==> config.mk <==
export PLATFORM = sky130hd
export DESIGN_NAME = regfile_dump
export DESIGN_NICKNAME = d
export VERILOG_FILES = /design/src/rtl/regfile_dump.sv
export SDC_FILE = /design/constraint.sdc
export NUM_CORES = 2
export LEC_CHECK = 0
export ABC_AREA = 1
export CAP_MARGIN = 20
export CELL_PAD_IN_SITES_DETAIL_PLACEMENT = 0
export CELL_PAD_IN_SITES_GLOBAL_PLACEMENT = 2
export CORE_AREA = 2 2 413 415
export DETAILED_ROUTE_END_ITERATION = 10
export DIE_AREA = 0 0 415 417
export PLACE_DENSITY = 0.85
export SLEW_MARGIN = 15
export SYNTH_ARGS = -nofsm -noshare
export SYNTH_HDL_FRONTEND = slang
export SYNTH_SLANG_ARGS = --single-unit
==> constraint.sdc <==
create_clock -name clk -period 5.38 [get_ports clk]
set_input_delay 1.076 -clock clk [delete_from_list [all_inputs] [get_ports clk]]
set_output_delay 1.076 -clock clk [all_outputs]
set_load 0.03 [all_outputs]
==> src/rtl/regfile_dump.sv <==
// regfile_dump: parametrised register file with bypass and a handshaked sequential dump engine
module regfile_dump #(
  parameter int WIDTH = 32,
  parameter int ADDR_W = 5,
  parameter int ZERO_REG = 1,
  parameter int BYPASS = 1
) (
  input  logic              clk,
  input  logic              reset,
  input  logic              write_enable,
  input  logic [ADDR_W-1:0] A1,
  input  logic [ADDR_W-1:0] A2,
  input  logic [ADDR_W-1:0] A3,
  input  logic [WIDTH-1:0]  WD3,
  output logic [WIDTH-1:0]  RD1,
  output logic [WIDTH-1:0]  RD2,
  input  logic              dump_start,
  output logic              dump_busy,
  output logic              dump_valid,
  input  logic              dump_ready,
  output logic [ADDR_W-1:0] dump_index,
  output logic [WIDTH-1:0]  dump_data,
  output logic              dump_done
);
  localparam int DEPTH = 1 << ADDR_W;
  typedef enum logic [1:0] {IDLE, LOAD, SEND, DONE} state_t;
  state_t state;
  logic [WIDTH-1:0] mem [DEPTH];
  logic wr_ok;
  always_comb begin
    wr_ok = write_enable && !(ZERO_REG != 0 && A3 == '0);
    RD1 = BYPASS != 0 && wr_ok && A3 == A1 ? WD3 : ZERO_REG != 0 && A1 == '0 ? '0 : mem[A1];
    RD2 = BYPASS != 0 && wr_ok && A3 == A2 ? WD3 : ZERO_REG != 0 && A2 == '0 ? '0 : mem[A2];
  end
  always_ff @(posedge clk)
    if (reset) for (int i = 0; i < DEPTH; i++) mem[i] <= '0;
    else if (wr_ok) mem[A3] <= WD3;
  // LOAD samples the stored array, so a same-edge write to that index is not captured
  always_ff @(posedge clk)
    if (reset) begin
      state <= IDLE;
      dump_busy <= 1'b0;
      dump_valid <= 1'b0;
      dump_done <= 1'b0;
      dump_index <= '0;
      dump_data <= '0;
    end else
      case (state)
        IDLE: if (dump_start) begin
          state <= LOAD;
          dump_busy <= 1'b1;
          dump_index <= '0;
        end
        LOAD: begin
          dump_data <= ZERO_REG != 0 && dump_index == '0 ? '0 : mem[dump_index];
          dump_valid <= 1'b1;
          state <= SEND;
        end
        SEND: if (dump_ready) begin
          dump_valid <= 1'b0;
          if (&dump_index) begin
            state <= DONE;
            dump_done <= 1'b1;
          end else begin
            dump_index <= dump_index + 1'b1;
            state <= LOAD;
          end
        end
        default: begin
          dump_done <= 1'b0;
          dump_busy <= 1'b0;
          state <= IDLE;
        end
      endcase
endmodule

==> reports/qor.json <==
{
  "outcome": {
    "run_status": "finished, violations left",
    "failed_checks": "negative setup slack"
  },
  "power": {
    "static-leakage-power_nw": 30.6,
    "total_power_mw": 25.3,
    "power_density_mw_per_mm2": 331,
    "worst_ir_drop_vdd_uv": 347
  },
  "synthesis": {
    "syn_area_per_cell_sq_um": 7.22,
    "area_fraction_of_the_dominant_cell_type_after_synthesis_pct": 46.0,
    "syn-instance-count": 9266,
    "synth_area_leader_cell": "edfxtp_1",
    "yosys.cell_types.count": 36,
    "synth_sequential_area_ratio_pct": 47.4,
    "ys_ff_latch": 1071,
    "ys.warnings.count": 0,
    "synthesis.area_sq_mm": 0.0669,
    "ys_top_cells_by_area": "edfxtp_1, nand2_1, nand3_1, nor2_1, o21ai_0"
  },
  "clock_network": {
    "cts.repair.resized": 0,
    "cts.repair_timing.setup_buffer_count": 0,
    "numCtsBuffers": 136,
    "cts_hold_buffers_added": 0,
    "h_tree_levels": 4,
    "cts_sinks": 1071,
    "cts.root.buffer_cell": "clkbuf_16",
    "clk_latency_ns": 0.81,
    "clk_pin_slew_ns": 0.06,
    "tritoncts": "built",
    "clockBufferDepth": 3
  },
  "critical_path": {
    "r2r_slack_ns": 2.16,
    "worst-endpoint-required_ns": 4.30,
    "startpoint_type": "input pin",
    "setup.worst_path.class": "input pin to primary output",
    "cp_slowest_cell": "clkdlybuf4s50_1",
    "timing.critical_path.arrival_ns": 4.31,
    "worst_setup_path_endpoint": "RD1[17]",
    "crit_path_cell_trace": "clkdlybuf4s50_1, inv_1, nand3_1, o21ai_2, nor3_4, a21oi_4, buf_4, nand3_1, nand2_1, buf_12",
    "critical_path_buf_inv_count": 4,
    "r2r-end": "dump_data[0]",
    "cp_slowest_stage_delay_ns": 0.53,
    "critical_path.startpoint": "A3[4]",
    "worst_r2r_path_depth": 10,
    "worst-path-max-fanout": 17,
    "cp_num_cells": 10,
    "crit_family": "buffers and inverters",
    "critical_path.most_common_cell": "nand3_1",
    "timing.critical_path.to_type": "primary output"
  },
  "layout": {
    "final_layout_size_suffix_gt1_share_pct": 7.05,
    "nNetsFinal": 9091,
    "mostFrequentLayoutCell": "nand2_1",
    "area_growth_pct": 14.1,
    "final_area_sq_mm": 0.0764,
    "most-common-layout-cells": "nand2_1, nand3_1, nor2_1, edfxtp_1, o21ai_0",
    "final_cells": 11400
  },
  "global_routing": {
    "number_of_antenna_violations_at_the_first_check_in_global_routing": 9,
    "grt_start_max_net_pins": 149,
    "grt_remaining_overflow": 0,
    "first_pass_grt_wire_length_um": 500000,
    "grt.total_usage_pct": 40.4,
    "first_global_vias": 65300
  },
  "floorplanning": {
    "fp-row-count": 151,
    "die_w_um": 415,
    "die_height_um": 417,
    "die_area_sq_mm": 0.173,
    "count_of_boundary_i_o_pins": 156,
    "fp.coreArea_sq_mm": 0.169,
    "effective_utilization_at_floorplan_pct": 39.7
  },
  "sta": {
    "skew_ns": 0.0322,
    "clock.fmax_mhz": 186,
    "final-setup-viol-count": 1,
    "totalNegativeSetupSlack_ns": -0.00277,
    "hold_viol": 0,
    "tightestPinTransition_ns": 1.19,
    "slew_violations": 0,
    "rsz_0062_raised_after_global_routing": "false",
    "final_critical_path_setup_slack_ns": -0.00277,
    "headroom_to_the_max_slew_limit_pct": 21.0,
    "timing.final.crit_period_ns": 5.38,
    "layout_worst_path_cycle_share_pct": 100
  },
  "route": {
    "drc": 0,
    "route.final.wire_length_um": 360000,
    "antenna_left": 0,
    "route.top_layer_used": "met5",
    "drt_first_iter_violations": 11900,
    "routed_wire_length_per_instance_um": 31.7,
    "via_per_inst": 6.27,
    "via_count": 71300,
    "dr_wl_met3_um": 43900,
    "firstDrtPassIters": 7,
    "detailroute.wirelength.met2_um": 153000,
    "wl_met1_um": 132000
  },
  "min_path": {
    "min-delay-path-class": "flip-flop to flip-flop"
  },
  "placement": {
    "detailedPlace.worstSlack_ns": 0.254,
    "place.detailed.instances": 11100,
    "place_congestion": 0.921,
    "placed_cell_area_sq_mm": 0.0718,
    "hpwl_um": 197000,
    "place.port_buffers": 155
  },
  "flow_run": {
    "cap_viol_max_count": 0
  }
}
## synthesized netlist by cell type
master    count
nand2_1    2936
nand3_1    1364
nor2_1     1285
edfxtp_1   1024
o21ai_0     702
a21oi_1     550
clkbuf_1    523
inv_1       228
buf_2       226
o211ai_1    117
buf_1        91
nand4_1      80
dfxtp_1      47
o22ai_1      15
a31oi_1      13
nor3_1       12
ha_1          7
nand2_2       7
inv_2         6
o21ai_1       6
a211oi_1      4
clkinv_1      4
xnor2_1       3
xor2_1        3
nor3b_1       2
a21boi_0      1
a21oi_2       1
a221oi_1      1
a22oi_1       1
and2_1        1
buf_4         1
conb_1        1
nor2_2        1
nor2_4        1
nor3_2        1
o21ai_2       1
## per-layer routing
metal	track usage, %	up-vias
li1	-	30600
met1	52.2	33800
met2	60.1	5623
met3	8.14	1305
met4	29.7	4
met5	0	-
## state kept, by name, summed over array words and instances (netlist names), named ones only
name,flops
dump_valid,1
state,2
dump_index,5
dump_data,32
mem,1024
dump_busy,1
dump_done,1
## through the flow
| stage | hold WS [ns] | utilization (%) |
|---|---|---|
| 2_1_floorplan | 0.508 | - |
| 3_3_place_gp | 0.453 | 42.6 |
| 3_5_place_dp | 0.456 | 42.6 |
| 4_1_cts | 0.464 | 45.2 |
| 5_1_grt | 0.486 | 45.3 |
| 6_report | 0.463 | 45.3 |
## cell families after synthesis
| kind of cell | share of synthesized area (%) |
|---|---|
| AND/OR/NAND/NOR | 34.9 |
| flip-flops | 47.4 |
| buffers and inverters | 6.48 |
| adder cells (fa/ha/maj) | 0.131 |
| other | 0.00560 |
| XOR/XNOR | 0.0785 |
| AO/OA/AOI/OAI | 11.1 |
## worst min-delay path, stage by stage (launching register included)
cell	delay [ns]
dfxtp_1	0.31
nand2_1	0.06
a21oi_1	0.05
## how the worst min path moves through the flow
stage,start,end,slack (ns),cells after the start
after floorplan,state[1],state[1],0.51,2
after global placement,dump_data[24],dump_data[24],0.45,2
after detailed placement,dump_data[15],dump_data[15],0.46,2
after CTS,dump_data[15],dump_data[15],0.46,2
after global routing,dump_data[14],dump_data[14],0.49,2
final,dump_data[15],dump_data[15],0.46,2
## power breakdown
group	internal, mW	leakage [nW]	switching [mW]
logic	1.76	18.4	4.40
clock network	5.23	2.10	3.86
registers	9.62	10.1	0.383
## area by class of cell
cell class              count  area (sq um)
repair buffers            438          5370
fillers                 16600         92200
multi-input cells        7147         31300
clock inverters            64           504
diodes                      7          17.5
clock buffers             180          3790
well taps                2218          2780
inverters                 238           940
flip-flops and latches   1071         31700
Note: power is estimated with default switching activity, not from simulation.
